File: src/rtl/fxp_pkg.sv
// Shared definitions for the fixed-point operation sequencer: opcode and
// sequencer state encodings, default datapath width and fraction bits.
package fxp_pkg;

  localparam int FXP_WIDTH     = 32;
  localparam int FXP_FRAC_BITS = 23;

  typedef enum logic [1:0] {
    OP_ADD  = 2'b00,
    OP_MUL  = 2'b01,
    OP_DIV  = 2'b10,
    OP_RSVD = 2'b11
  } fxp_opcode_e;

  typedef enum logic [2:0] {
    ST_IDLE      = 3'd0,
    ST_EXEC      = 3'd1,
    ST_DIV_START = 3'd2,
    ST_DIV_WAIT  = 3'd3,
    ST_RESP      = 3'd4
  } seq_state_e;

  // Raw request opcode bits to the enum used throughout the sequencer.
  function automatic fxp_opcode_e to_opcode(input logic [1:0] raw);
    return fxp_opcode_e'(raw);
  endfunction

endpackage

File: src/rtl/fxp_op_sequencer_if.sv
// Request/response channels between a request source (master) and the
// operation sequencer (slave). Both channels use valid/ready handshakes.
interface fxp_op_sequencer_if #(
  parameter int WIDTH = 32,
  parameter int TAG_W = 4
);

  logic             req_valid;
  logic             req_ready;
  logic [1:0]       req_opcode;
  logic [WIDTH-1:0] req_a;
  logic [WIDTH-1:0] req_b;
  logic [TAG_W-1:0] req_tag;

  logic             resp_valid;
  logic             resp_ready;
  logic [WIDTH-1:0] resp_data;
  logic [TAG_W-1:0] resp_tag;
  logic             resp_err;

  modport master (
    output req_valid, req_opcode, req_a, req_b, req_tag, resp_ready,
    input  req_ready, resp_valid, resp_data, resp_tag, resp_err
  );

  modport slave (
    input  req_valid, req_opcode, req_a, req_b, req_tag, resp_ready,
    output req_ready, resp_valid, resp_data, resp_tag, resp_err
  );

endinterface

File: src/rtl/fxp_div_watchdog.sv
// Divider watchdog: clearable counter that advances while enabled and
// flags expiry once it has reached DIV_TIMEOUT-1. It saturates there so a
// long enable never wraps back into a "not expired" value.
module fxp_div_watchdog #(
  parameter int DIV_TIMEOUT = 64
) (
  input  logic clk,
  input  logic rst_n,
  input  logic clear,
  input  logic enable,
  output logic expired
);

  localparam int CNT_W = $clog2(DIV_TIMEOUT) + 1;
  localparam logic [CNT_W-1:0] LIMIT = CNT_W'(DIV_TIMEOUT - 1);

  logic [CNT_W-1:0] count_reg;

  assign expired = (count_reg == LIMIT);

  // Count cycles spent waiting; clear takes priority over counting.
  always_ff @(posedge clk) begin
    if (!rst_n) begin
      count_reg <= '0;
    end else if (clear) begin
      count_reg <= '0;
    end else if (enable && !expired) begin
      count_reg <= count_reg + 1'b1;
    end
  end

endmodule

File: src/rtl/fxp_op_sequencer.sv
// Sequences one fixed-point operation at a time: accepts a request, drives
// registered operands to the add/mul/div units, waits for the divider (with
// a watchdog), and returns the result plus tag on the response channel.
module fxp_op_sequencer
  import fxp_pkg::*;
#(
  parameter int WIDTH       = FXP_WIDTH,
  parameter int TAG_W       = 4,
  parameter int DIV_TIMEOUT = 64
) (
  input  logic             clk,
  input  logic             rst_n,
  fxp_op_sequencer_if.slave bus,
  output logic [WIDTH-1:0] op_a,
  output logic [WIDTH-1:0] op_b,
  input  logic [WIDTH-1:0] add_result,
  input  logic [WIDTH-1:0] mul_result,
  output logic             div_start,
  input  logic             div_complete,
  input  logic [WIDTH-1:0] div_quotient,
  output logic             busy
);

  seq_state_e       state_reg,  state_next;
  fxp_opcode_e      opcode_reg, opcode_next;
  logic [TAG_W-1:0] tag_reg,    tag_next;
  logic [WIDTH-1:0] op_a_reg,   op_a_next;
  logic [WIDTH-1:0] op_b_reg,   op_b_next;
  logic [WIDTH-1:0] data_reg,   data_next;
  logic             err_reg,    err_next;

  logic        wd_clear;
  logic        wd_enable;
  logic        wd_expired;
  fxp_opcode_e req_op;

  assign req_op = to_opcode(bus.req_opcode);

  fxp_div_watchdog #(
    .DIV_TIMEOUT (DIV_TIMEOUT)
  ) u_watchdog (
    .clk     (clk),
    .rst_n   (rst_n),
    .clear   (wd_clear),
    .enable  (wd_enable),
    .expired (wd_expired)
  );

  // State and datapath registers; reset discards any in-flight operation.
  always_ff @(posedge clk) begin
    if (!rst_n) begin
      state_reg  <= ST_IDLE;
      opcode_reg <= OP_ADD;
      tag_reg    <= '0;
      op_a_reg   <= '0;
      op_b_reg   <= '0;
      data_reg   <= '0;
      err_reg    <= 1'b0;
    end else begin
      state_reg  <= state_next;
      opcode_reg <= opcode_next;
      tag_reg    <= tag_next;
      op_a_reg   <= op_a_next;
      op_b_reg   <= op_b_next;
      data_reg   <= data_next;
      err_reg    <= err_next;
    end
  end

  // Next-state and datapath capture; every register holds unless updated.
  always_comb begin
    state_next  = state_reg;
    opcode_next = opcode_reg;
    tag_next    = tag_reg;
    op_a_next   = op_a_reg;
    op_b_next   = op_b_reg;
    data_next   = data_reg;
    err_next    = err_reg;
    wd_clear    = 1'b0;
    wd_enable   = 1'b0;

    case (state_reg)
      ST_IDLE: begin
        if (bus.req_valid) begin
          opcode_next = req_op;
          tag_next    = bus.req_tag;
          op_a_next   = bus.req_a;
          op_b_next   = bus.req_b;
          case (req_op)
            OP_ADD, OP_MUL: state_next = ST_EXEC;
            OP_DIV: begin
              // Sign bit is ignored: +0 and -0 are both a zero divisor.
              if (bus.req_b[WIDTH-2:0] == '0) begin
                data_next  = '0;
                err_next   = 1'b1;
                state_next = ST_RESP;
              end else begin
                state_next = ST_DIV_START;
              end
            end
            default: begin
              data_next  = '0;
              err_next   = 1'b1;
              state_next = ST_RESP;
            end
          endcase
        end
      end

      ST_EXEC: begin
        data_next  = (opcode_reg == OP_MUL) ? mul_result : add_result;
        err_next   = 1'b0;
        state_next = ST_RESP;
      end

      ST_DIV_START: begin
        wd_clear   = 1'b1;
        state_next = ST_DIV_WAIT;
      end

      ST_DIV_WAIT: begin
        wd_enable = 1'b1;
        // Completion wins over a watchdog expiry in the same cycle.
        if (div_complete) begin
          data_next  = div_quotient;
          err_next   = 1'b0;
          state_next = ST_RESP;
        end else if (wd_expired) begin
          data_next  = '0;
          err_next   = 1'b1;
          state_next = ST_RESP;
        end
      end

      ST_RESP: begin
        if (bus.resp_ready) begin
          state_next = ST_IDLE;
        end
      end

      default: state_next = ST_IDLE;
    endcase
  end

  assign bus.req_ready  = (state_reg == ST_IDLE);
  assign bus.resp_valid = (state_reg == ST_RESP);
  assign bus.resp_data  = data_reg;
  assign bus.resp_tag   = tag_reg;
  assign bus.resp_err   = err_reg;
  assign div_start      = (state_reg == ST_DIV_START);
  assign busy           = (state_reg != ST_IDLE);
  assign op_a           = op_a_reg;
  assign op_b           = op_b_reg;

endmodule

File: src/flat_wrapper.sv
// flat-port wrapper written by rule: the top's interface ports become plain ports
module fxp_op_sequencer_flat import fxp_pkg::*;
#(
  parameter int WIDTH       = FXP_WIDTH,
  parameter int TAG_W       = 4,
  parameter int DIV_TIMEOUT = 64
)
  (clk, rst_n, op_a, op_b, add_result, mul_result, div_start, div_complete, div_quotient, busy, bus_req_valid, bus_req_opcode, bus_req_a, bus_req_b, bus_req_tag, bus_resp_ready, bus_req_ready, bus_resp_valid, bus_resp_data, bus_resp_tag, bus_resp_err);
  fxp_op_sequencer_if #(.WIDTH(WIDTH), .TAG_W(TAG_W)) bus_i ();
  input  logic clk;
  input  logic rst_n;
  output logic [WIDTH-1:0] op_a;
  output logic [WIDTH-1:0] op_b;
  input  logic [WIDTH-1:0] add_result;
  input  logic [WIDTH-1:0] mul_result;
  output logic div_start;
  input  logic div_complete;
  input  logic [WIDTH-1:0] div_quotient;
  output logic busy;
  input wire logic [$bits(bus_i.req_valid)-1:0] bus_req_valid;
  input wire logic [$bits(bus_i.req_opcode)-1:0] bus_req_opcode;
  input wire logic [$bits(bus_i.req_a)-1:0] bus_req_a;
  input wire logic [$bits(bus_i.req_b)-1:0] bus_req_b;
  input wire logic [$bits(bus_i.req_tag)-1:0] bus_req_tag;
  input wire logic [$bits(bus_i.resp_ready)-1:0] bus_resp_ready;
  output wire logic [$bits(bus_i.req_ready)-1:0] bus_req_ready;
  output wire logic [$bits(bus_i.resp_valid)-1:0] bus_resp_valid;
  output wire logic [$bits(bus_i.resp_data)-1:0] bus_resp_data;
  output wire logic [$bits(bus_i.resp_tag)-1:0] bus_resp_tag;
  output wire logic [$bits(bus_i.resp_err)-1:0] bus_resp_err;
  assign bus_i.req_valid = bus_req_valid;
  assign bus_i.req_opcode = bus_req_opcode;
  assign bus_i.req_a = bus_req_a;
  assign bus_i.req_b = bus_req_b;
  assign bus_i.req_tag = bus_req_tag;
  assign bus_i.resp_ready = bus_resp_ready;
  assign bus_req_ready = bus_i.req_ready;
  assign bus_resp_valid = bus_i.resp_valid;
  assign bus_resp_data = bus_i.resp_data;
  assign bus_resp_tag = bus_i.resp_tag;
  assign bus_resp_err = bus_i.resp_err;
  fxp_op_sequencer #(.WIDTH(WIDTH), .TAG_W(TAG_W), .DIV_TIMEOUT(DIV_TIMEOUT)) u_core (.clk(clk), .rst_n(rst_n), .bus(bus_i), .op_a(op_a), .op_b(op_b), .add_result(add_result), .mul_result(mul_result), .div_start(div_start), .div_complete(div_complete), .div_quotient(div_quotient), .busy(busy));
endmodule
File: config.mk
export PLATFORM = sky130hd
export DESIGN_NAME = fxp_op_sequencer_flat
export DESIGN_NICKNAME = d
export VERILOG_FILES = /design/src/rtl/fxp_pkg.sv /design/src/rtl/fxp_op_sequencer_if.sv /design/src/rtl/fxp_div_watchdog.sv /design/src/rtl/fxp_op_sequencer.sv /design/src/flat_wrapper.sv
export SDC_FILE = /design/constraint.sdc
export NUM_CORES = 1
export LEC_CHECK = 0
export CELL_PAD_IN_SITES_DETAIL_PLACEMENT = 0
export CELL_PAD_IN_SITES_GLOBAL_PLACEMENT = 2
export CORE_MARGIN = 2
export CORE_UTILIZATION = 20
export DETAILED_ROUTE_END_ITERATION = 10
export GPL_TIMING_DRIVEN = 0
export MAX_ROUTING_LAYER = met4
export PLACE_DENSITY = 0.86
export RECOVER_POWER = 50
export SLEW_MARGIN = 25
export SYNTH_ARGS = -nofsm -noshare
export SYNTH_HDL_FRONTEND = slang
export SYNTH_SLANG_ARGS = --single-unit
File: constraint.sdc
create_clock -name clk -period 2.4 [get_ports clk]
set_input_delay 0.48 -clock clk [delete_from_list [all_inputs] [get_ports clk]]
set_output_delay 0.48 -clock clk [all_outputs]
set_load 0.01 [all_outputs]
## Word level (Yosys, flattened, before mapping)

Cells that the tools add are included.

- Register bits: 113
- Logic and storage cells: 57

- Muxes and demuxes: 22
- Add/subtract/negate cells: 1
- Reductions and logical operators: 12
- Equal/unequal tests: 13
- Bitwise logic cells: 1

Operators with widths:

| cell | count |
|---|---|
| 32-bit two-way mux | 5 |
| 32-bit case mux with 3 select lines | 1 |
| 32-bit case mux with 2 select lines | 1 |
| 31-bit logical NOT | 1 |
| 3-bit two-way mux | 5 |
| 3-bit case mux with 5 select lines | 1 |
| 7-bit by 1-bit adder with 7-bit output, second input constant | 1 |
| 7-bit by 6-bit equality test with 1-bit output, second input constant | 1 |
| 3-bit by 2-bit equality test with 1-bit output, second input constant | 2 |
| 1-bit two-way mux | 6 |
| 2-bit inequality test, second input constant | 3 |
| 3-bit case mux with 2 select lines | 1 |
| 3-bit nonzero test | 2 |
| 5-bit AND reduction | 1 |
| 2-bit by 1-bit equality test with 1-bit output, second input constant | 2 |
| 2-bit OR reduction | 2 |
| 3-bit by 1-bit equality test with 1-bit output, second input constant | 1 |
| 3-bit equality test, second input constant | 1 |
| 3-bit logical NOT | 1 |
| 3-bit by 2-bit inequality test with 1-bit output, second input constant | 1 |
| 3-bit inequality test, second input constant | 1 |
| 1-bit case mux with 3 select lines | 1 |
| 3-bit AND reduction | 1 |
| 2-bit equality test, second input constant | 1 |
| other kinds (6) | 6 |

## Depth between registers and ports, before layout

- Depth in word-level cells: 5
- Gate-level depth with buffers: 7

## Hierarchy

Synthesis repeated with hierarchy kept, for this count alone.

- Cells, all modules: 604
- Area total of the unflattened synthesis: 4961.0 um^2

Modules (own cells, without submodules):

| module | sequential area each (um^2) | area an instance (um^2) | cells each | instances |
|---|---|---|---|---|
| fxp_op_sequencer | 2122.0 | 4618.2 | 567 | 1 |
| fxp_div_watchdog | 140.1 | 342.8 | 37 | 1 |

## Worst setup path before layout

Ideal clock, no wire load.

- Path kind: flip-flop to flip-flop
- Start point: register u_core.u_watchdog.count_reg[0]
- End point: register u_core.data_reg[1], in the netlist u_core.bus.resp_data[1]
- Stages on the path, launching flop included: 8
- Clock period less this slack: 1.935 ns
- Setup time: 0.117 ns
- Setup slack: 0.465 ns
- Arrival: 1.819 ns
- Cell sequence: dfxtp_1 > ha_1 > nand2_1 > or4_4 > a21oi_2 > a31oi_4 > buf_6 > a22o_1

- Cells in the longest elaborated chain, start to end: 3

Ends and longest elaborated chain:

| element | line | source |
|---|---|---|
| start: declaration | fxp_div_watchdog.sv:17 | `logic [CNT_W-1:0] count_reg;` |
| start signal: assignment | fxp_div_watchdog.sv:28 | `count_reg <= count_reg + 1'b1;` |
| 7-bit by 6-bit equality test with 1-bit output | fxp_div_watchdog.sv:19 | `assign expired = (count_reg == LIMIT);` |
| 3-bit inequality test (no line) | n/a |  |
| 5-bit AND reduction (no line) | n/a |  |
| end signal: assignment | fxp_op_sequencer.sv:65 | `data_reg <= data_next;` |
| end: declaration | fxp_op_sequencer.sv:29 | `logic [WIDTH-1:0] data_reg, data_next;` |

No other way between the ends.
A chain may end at the register's enable or synchronous reset.

## Final worst setup path

- Start point: register u_core.state_reg[2]
- End point: output port bus_resp_valid

- Cells in the longest elaborated chain, start to end: 1

Ends and longest elaborated chain:

| element | line | source |
|---|---|---|
| start: declaration | fxp_op_sequencer.sv:24 | `seq_state_e state_reg, state_next;` |
| start signal: assignment | fxp_op_sequencer.sv:60 | `state_reg <= state_next;` |
| 3-bit equality test | fxp_op_sequencer.sv:146 | `assign bus.resp_valid = (state_reg == ST_RESP);` |
| end: declaration | flat_wrapper.sv:27 | `output wire logic [$bits(bus_i.resp_valid)-1:0] bus_resp_valid;` |

No other way between the ends.

==> impl_results.md <==
- Via count: 4943
- Worst Max-Slew Pin Slew: 1.12 ns
- Clock Path Buffers: 2
- Vias per Instance: 4.17
- Mux cell area share after synthesis: 0.0687
- Setup Skew: 0.0144 ns
- Status: finished, final reports clean
- Final wirelength: 17.7 mm
- First-pass GRT wire length: 26.5 mm
- Ys Warns: 0
- WP data arrival: 1.80 ns
- Reg-to-reg slack, setup: 0.21 ns
- Synthesized Nets: 739
- CP endpoint kind: output pin
- Worst r2r dst: u_core.u_watchdog.count_reg[5]$_SDFFE_PP0P_
- Critical R2R Launch: u_core.u_watchdog.count_reg[0]$_SDFFE_PP0P_
- Synth Area in Adders: 0.00268
- Final HPWL DP: 13.4 mm
- Leak: 3.31 nW
- Area post-placement: 7790 µm²
- Clock Pin Slew Worst Setup and Hold Paths: 0.05 ns
- Design area: 8450 µm²
- Setup repair bufs after CTS: 0
- CTS tree: built
- Pins over their slew limit: 0
- Hold Path Class: flip-flop to flip-flop
- Setup CP Type: flip-flop to output pin
- Area delta synth->final: 81.3%
- Hold depth: 2
- Synth Area in XOR/XNOR: 0.00564
- Root buffer cell: clkbuf_16
- Hold Path Origin: u_core.op_a[19]$_SDFFE_PN0P_
- Pwr Total: 5.79 mW
- Post-synthesis compound-gate area fraction: 0.207
- Worst Slack Setup Final: 0.118 ns
- Die Y: 157 µm
- Worst-skew pair later-pin latency: 0.42 ns
- Crit path max fanout: 5
- Critical Path Source Type: flip-flop
- Vias in the first global route: 4878
- Largest net degree at the start of global routing: 17
- DRC viols: 0
- Worst slack at placement: -0.587 ns
- GPL Wtd Cong: 0.767
- Die area: 24500 µm²
- Row count: 55
- CTS HTree Levels: 4
- Average size of a mapped cell: 8.22 µm²
- Fin util: 0.371
- Initial antenna violation count: 0
- GRT Residual Overflow: 0
- Cell variety after synth: 39
- Die width: 157 µm
- Seq cells post-synth: 113
- Final net count: 1031
- Reg2Reg Depth: 6
- Clk sinks: 113
- Placed cells: 1154
- CP required: 1.92 ns
- Fmax: 438 MHz
- CTS Buf Count: 17
- Most frequent cells in the layout: nand2_1 (181), clkdlybuf4s50_1 (172), dfxtp_1 (112)
- Tmin final: 2.28 ns
- DR WL/cell: 14.9 µm
- Inserted Diodes: 0
- Largest family of logic cells by synthesized area: compound AO/OA/AOI/OAI gates
- Sequential share of the synthesized area: 0.485
- Top Ports: 276
- Fin crit share: 0.951
- Ratio of cells with drive above 1 in the final layout: 0.0608
- Post-detailed-route count of antenna-violating nets: 0
- Core area: 22800 µm²
- Total track usage: 0.144
- Pre-Repair DR Iteration Count: 9
- Final setup fails: 0
- IO buf count: 274
- P per Cell Area: 686 nW/µm²
- Max-Cap Viols: 0
- Post-Synth Simple-Gate Area: 0.187
- Cells after synthesis: 567
- Final hold violation count: 0
- Async set-or-reset flop fraction in the synthesized netlist: 0
- Mapped Area: 4660 µm²
- Non-Filler Instances: 1185
- Peak VDD IR: 0.374 mV
- Initial drt markers: 155
- Worst hold endpoint: u_core.op_a[19]$_SDFFE_PN0P_
- Most common flop cell mapped by yosys: dfxtp_1
- Max-slew headroom: 0.244
- Most common cell after layout, fill and taps aside: nand2_1
- CTS Hold Bufs: 0
- Unrepaired setup endpoints after global routing: false
- Initial Util: 0.205
- Post-synth EDFFs: 0
## repair_timing
item / CTS / global route
pin swaps: 0 / 1
resized for setup: 4 / 5
setup endpoints to repair: 35 / 22
## cell usage after synthesis (all sizes together) (2+ instances only)
master	instances	share of area
nand2	181	0.15
a311oi	2	0.0038
a22o	32	0.061
dfxtp	113	0.49
mux2i	32	0.069
inv	7	0.0056
o21a	2	0.0032
nor2	5	0.0040
xnor2	2	0.0038
nor3	4	0.0054
buf	6	0.0097
a21oi	75	0.081
a21o	2	0.0038
or3	3	0.0043
nand3	4	0.0043
nor4	8	0.011
o21ai	37	0.040
a31oi	3	0.0072
clkbuf	35	0.028
nand4	2	0.0027
## metal layers
layer | vias up | GRT usage | part of all wire
li1 | 2541 | - | -
met1 | 2194 | 0.173 | 0.45
met2 | 194 | 0.225 | 0.45
met3 | 14 | 0.0559 | 0.094
met4 | 0 | 0.0419 | 0.0099
met5 | - | - | 0
## where the power goes
group,internal (mW),leakage [nW],switching [mW]
clock network,1.67,0.294,0.976
logic,0.578,2.09,0.497
registers,2.01,0.924,0.0654
total,4.26,3.31,1.54
## stage by stage
stage | hold slack, ns | TNS [ns]
CTS | 0.454 | 0
finish | 0.448 | 0
global placement | 0.441 | -18.31
detailed placement | 0.446 | -18.79
global route | 0.468 | 0
floorplan | 0.432 | 0
## worst max-delay path: stages, from the launching register on
cell and delay, ns:
dfxtp_1 0.45, inv_1 0.14, nor3_1 0.19, clkdlybuf4s50_1 0.61
## worst max path at each step
stage                                                      from                               endpoint  cells after the start
finish                         u_core.state_reg[2]$_SDFFE_PN0P_                         bus_resp_valid                      3
global route                   u_core.state_reg[1]$_SDFFE_PN0P_                          bus_req_ready                      2
CTS                            u_core.state_reg[0]$_SDFFE_PN0P_                          bus_req_ready                      2
detailed placement                                bus_req_b[28]  u_core.bus.resp_data[27]$_SDFFE_PN0P_                      7
global placement                                  bus_req_b[28]   u_core.bus.resp_data[8]$_SDFFE_PN0P_                      7
floorplan           u_core.u_watchdog.count_reg[0]$_SDFFE_PP0P_   u_core.bus.resp_data[1]$_SDFFE_PN0P_                      7
## final cells by class
type	instances	area (µm²)
timing repair buffer	274	2750
buffer	40	175
sequential	113	2260
clock inverter	14	179
clock buffer	18	439
multi-input combinational	406	2230
fill	2354	14300
tap	313	392
inverter	7	26.3
## cells by family after synthesis
kind of cell | Yosys count
adder cells (fa/ha/maj) | 1
multiplexers | 32
buffers and inverters | 48
AO/OA/AOI/OAI | 157
flip-flops | 113
XOR/XNOR | 3
AND/OR/NAND/NOR | 213
Power figures use the tool's default switching activity.
==> edit 1, RTL diff (same settings) <==
The 5 states of `seq_state_e` get a one-hot encoding in 5 bits.
--- a/src/rtl/fxp_pkg.sv
+++ b/src/rtl/fxp_pkg.sv
@@ -12,12 +12,12 @@
     OP_RSVD = 2'b11
   } fxp_opcode_e;
 
-  typedef enum logic [2:0] {
-    ST_IDLE      = 3'd0,
-    ST_EXEC      = 3'd1,
-    ST_DIV_START = 3'd2,
-    ST_DIV_WAIT  = 3'd3,
-    ST_RESP      = 3'd4
+  typedef enum logic [4:0] {
+    ST_IDLE      = 5'b00001,
+    ST_EXEC      = 5'b00010,
+    ST_DIV_START = 5'b00100,
+    ST_DIV_WAIT  = 5'b01000,
+    ST_RESP      = 5'b10000
   } seq_state_e;
 
   // Raw request opcode bits to the enum used throughout the sequencer.
Function: same outputs for any inputs over 4 cycles, from zero or initial values and one cycle with rst_n low; so few cycles prove little.
==> edit 1 against the original RTL <==
  * Setup slack worse by 0.025 ns
  * Die area up 12%
  * Sequential cell count up 2
  * Area after synthesis up 12%
  * Non-clock buffer count up 14
  * Power up 7.4%
  * Clock skew down 0.0037 ns
  * Count of clock-buffer cells in the layout up 4
  * Routed wire length up 16%
  * Core utilization down 2.0 points
  * Cell area up 7.4%
  * Sequential power up 2%
  * Critical path type unchanged
  * Highest routed layer unchanged
==> edit 1: results (changes against the original RTL) <==
| Metric | Value |
|---|---|
| Status | finished, final reports clean (unchanged) |
| Total clock sinks | 115 (was 113) |
| Core Util, Final | 35.1% (was 37.1%) |
| First-pass GRT wire length | 32,200 um (was 26,500 um) |
| Post-synth top cells | 141 x nand2_1, 115 x dfxtp_1, 73 x a21oi_1 (was 181 x nand2_1, 113 x dfxtp_1, 74 x a21oi_1) |
| DRT iter0 DRCs | 283 (was 155) |
| Power Dens Cells | 686 nW/um^2 (about the same) |
| DP HPWL | 15,500 um (was 13,400 um) |
| Initial antenna violation count | 1 (was 0) |
| HP Start | u_core.op_a[28]$_SDFFE_PN0P_ (was u_core.op_a[19]$_SDFFE_PN0P_) |
| Reg-to-reg endpoint | u_core.bus.resp_data[14]$_SDFFE_PN0P_ (was u_core.u_watchdog.count_reg[5]$_SDFFE_PP0P_) |
| Fin nets | 1,056 (was 1,031) |
| Net Count, Synth | 763 (was 739) |
| Hold Slack | 0.452 ns (was 0.448 ns) |
| Worst slew pin tran | 0.640 ns (was 1.12 ns) |
| Non-CTS buffers | 328 (was 314) |
| Register area share after synthesis | 44.0% (was 48.5%) |
| Hold EP | u_core.op_a[28]$_SDFFE_PN0P_ (was u_core.op_a[19]$_SDFFE_PN0P_) |
| Number of global-route vias before repair | 5,667 (was 4,878) |
| Worst setup path end | busy (was bus_resp_valid) |
| RR Startpoint | u_core.opcode_reg[0]$_SDFFE_PN0P_ (was u_core.u_watchdog.count_reg[0]$_SDFFE_PP0P_) |
| Vias per cell | 4.59 (was 4.17) |
| Multi-input gate area | 2590 um^2 (was 2230 um^2) |
| Logic pwr share | 20.4% (was 18.5%) |
| Port-buffer cells | 275 (was 274) |
| Placed insts | 1,201 (was 1,154) |
| Number of multi-input combinational cells | 416 (was 406) |
| Worst Path Arrival | 1.83 ns (was 1.80 ns) |
| Layout cell share with drive strength beyond 1 | 10.8% (was 6.08%) |
| Tmin final | 2.31 ns (was 2.28 ns) |
| Share of power burned in registers | 33.9% (was 35.7%) |
| Place WS | -0.562 ns (was -0.587 ns) |
| Post_cts resized | 9 (was 4) |
| Post-Synthesis Cells | 591 (was 567) |
| Static Leakage | 3.11 nW (was 3.31 nW) |
| Post-Layout Cell Count | 1,232 (was 1,185) |
| FF-to-FF setup slack | 0.23 ns (was 0.21 ns) |
| Clock Skew | 0.0107 ns (was 0.0144 ns) |
| Layout clock buffer count | 22 (was 18) |
| Antenna Cells | 1 (was 0) |
| Inverters excl. clock | 6 (was 7) |
## edit 1: changes by cell type after synthesis, moves of 4 or more
cell / change
a221oi_1: +32
nor2_1: +4
a311oi_1: +29
a22o_1: -30
mux2_2: +32
o21ai_0: -29
buf_4: +6
clkbuf_1: -5
nand2_1: -40
a22oi_1: +32
buf_6: +10
mux2i_1: -31
## edit 1: kinds of logic after synthesis
logic type	Yosys count	synth area share [%]
flops	115	44.0
compound gates	188	25.3
simple gates	191	16.2
buf+inv	60	6.74
fa+ha+maj	1	0.239
mux	33	7.08
xor+xnor	3	0.502
## edit 1: worst max-delay path, cell delays in order, from the launching register on
cell	delay, ns
dfxtp_1	0.30
buf_6	0.13
or3_4	0.41
nor2_4	0.17
inv_1	0.10
dlygate4sd2_1	0.30
## edit 1: metal layers
metal  GRT usage [%]  vias up  part of all wire (%)
li1                -     2765                     -
met1            18.6     2685                    44
met2            24.7      177                    49
met4            4.54        0                   1.8
met3            3.53       23                   4.6
met5               -        -                     0
==> edit 2, RTL diff (same flow settings) <==
Made on the original files. `FXP_WIDTH`: 32 -> 64.
--- a/src/rtl/fxp_pkg.sv
+++ b/src/rtl/fxp_pkg.sv
@@ -2,7 +2,7 @@
 // sequencer state encodings, default datapath width and fraction bits.
 package fxp_pkg;
 
-  localparam int FXP_WIDTH     = 32;
+  localparam int FXP_WIDTH     = 64;
   localparam int FXP_FRAC_BITS = 23;
 
   typedef enum logic [1:0] {
Ports: changed (8 resized); port bits go from 276 to 532. The function was not compared with the original's and may differ.
==> edit 2 against the original RTL <==
  * Power up 84%
  * Cell area grew 99%
  * Worst hold slack got worse by 0.016 ns
  * Clock skew grew 0.0041 ns
  * Area after synthesis up 110%
  * Non-clock buffer count increased by 323
  * Highest routed layer unchanged
  * Routed wire length rose to 2.5 times the old value
  * Setup slack lost 0.083 ns
  * Critical path type is now input port to register
  * Global-route usage is 2.8 points higher
  * Die area increased by 110%
  * Largest power group unchanged
  * Sequential cell count up 96
==> edit 2: results (changes against the original RTL) <==
| Metric | Value |
|---|---|
| Hold EP | u_core.u_watchdog.count_reg[6]$_SDFFE_PP0P_ (was u_core.op_a[19]$_SDFFE_PN0P_) |
| Worst Reg-to-Reg Cells | 7 (was 6) |
| Multiplexer area fraction after synthesis | 6.67% (was 6.87%) |
| Port-buffer cells | 530 (was 274) |
| Register area share after synthesis | 42.9% (was 48.5%) |
| Worst Path Arrival | 2.76 ns (was 1.80 ns) |
| First-pass GRT wire length | 64,900 um (was 26,500 um) |
| DP HPWL | 35,600 um (was 13,400 um) |
| DRT iter0 DRCs | 387 (was 155) |
| Final WS setup | 0.0350 ns (was 0.118 ns) |
| Yosys cell types | 36 (was 39) |
| Crit Path Max Fanout | 10 (was 5) |
| Place WS | -0.598 ns (was -0.587 ns) |
| Synth Area in XOR/XNOR | 0.359% (was 0.564%) |
| Vias | 10,800 (was 4,943) |
| Final WL | 44,400 um (was 17,700 um) |
| Worst setup startpoint | bus_req_b[6] (was u_core.state_reg[2]$_SDFFE_PN0P_) |
| Total CTS buffers | 27 (was 17) |
| Relative slew slack | 40.8% (was 24.4%) |
| Max VDD drop | 0.409 mV (was 0.374 mV) |
| TritonRoute pass-1 iters | 5 (was 9) |
| CP endpoint kind | register (was output port) |
| Post-DP Area | 15,800 um^2 (was 7790 um^2) |
| Static Leakage | 6.12 nW (was 3.31 nW) |
| Net Count, Synth | 1,580 (was 739) |
| Status | finished, final reports clean (unchanged) |
| Met2 Usage GRT | 29.7% (was 22.5%) |
| Clock buffer depth | 3 (was 2) |
| Pin count of the biggest net entering global routing | 14 (was 17) |
| Hold Slack | 0.431 ns (was 0.448 ns) |
| Critical Path Source Type | input port (was register) |
| Fin nets | 2,138 (was 1,031) |
| Post-synth top cells | 467 x nand2_1, 209 x dfxtp_1, 105 x a21boi_0 (was 181 x nand2_1, 113 x dfxtp_1, 74 x a21oi_1) |
| Compound-cell area share of the yosys netlist | 19.4% (was 20.7%) |
| RD Place Congestion | 0.833 (was 0.767) |
| Reg-to-reg endpoint | u_core.bus.resp_data[16]$_SDFFE_PN0P_ (was u_core.u_watchdog.count_reg[5]$_SDFFE_PP0P_) |
| Global Route met3 Usage | 3.78% (was 5.59%) |
-- edit 2: cell count changes in the layout (fill, tap and decap cells not counted), sizes merged, moves of 64 or more --
cell	unedited run	this run
nand4	2	70
clkdlybuf4s50	172	391
a21oi	75	2
o211ai	0	64
a21boi	0	135
dfxtp	113	209
nand2	181	467
-- edit 2: cells by family after synthesis --
logic type	count (synthesis)
simple gates	582
compound gates	274
flops	209
buf+inv	113
mux	65
xor+xnor	4
fa+ha+maj	1
-- edit 2: layout make-up --
cell class / count / area, um^2
Antenna cell: 1 / 2.50
Buffer: 107 / 495
Clock buffer: 38 / 797
Clock inverter: 9 / 159
Fill cell: 5035 / 31100
Inverter: 5 / 18.8
Multi-Input combinational cell: 926 / 5070
Sequential cell: 209 / 4190
Tap cell: 615 / 769
Timing Repair Buffer: 530 / 5310
-- edit 2: timing repair --
| item | in CTS | in global routing |
|---|---|---|
| gates resized for setup | 6 | 8 |
| setup endpoints to repair | 9 | 26 |
| pin swaps | 0 | 2 |
| hold buffers | 0 | 0 |
-- edit 2: power breakdown --
part	internal, mW	switching (mW)
combinational	1.21	1.17
sequential	3.75	0.157
clock	2.73	1.62
total	7.69	2.95
-- edit 2: critical path: stages --
cell	delay, ns
clkdlybuf4s50_1	0.47
nor4_2	0.37
nand4_1	0.26
or4_4	0.65
buf_6	0.19
buf_6	0.15
nand4_1	0.09
o211ai_1	0.10
-- edit 2: routing by layer --
layer / vias to the layer above / wire (um)
met4: 0 / 682
met2: 270 / 22400
met3: 42 / 2630
met1: 5093 / 18800
li1: 5406 / -
met5: - / 0
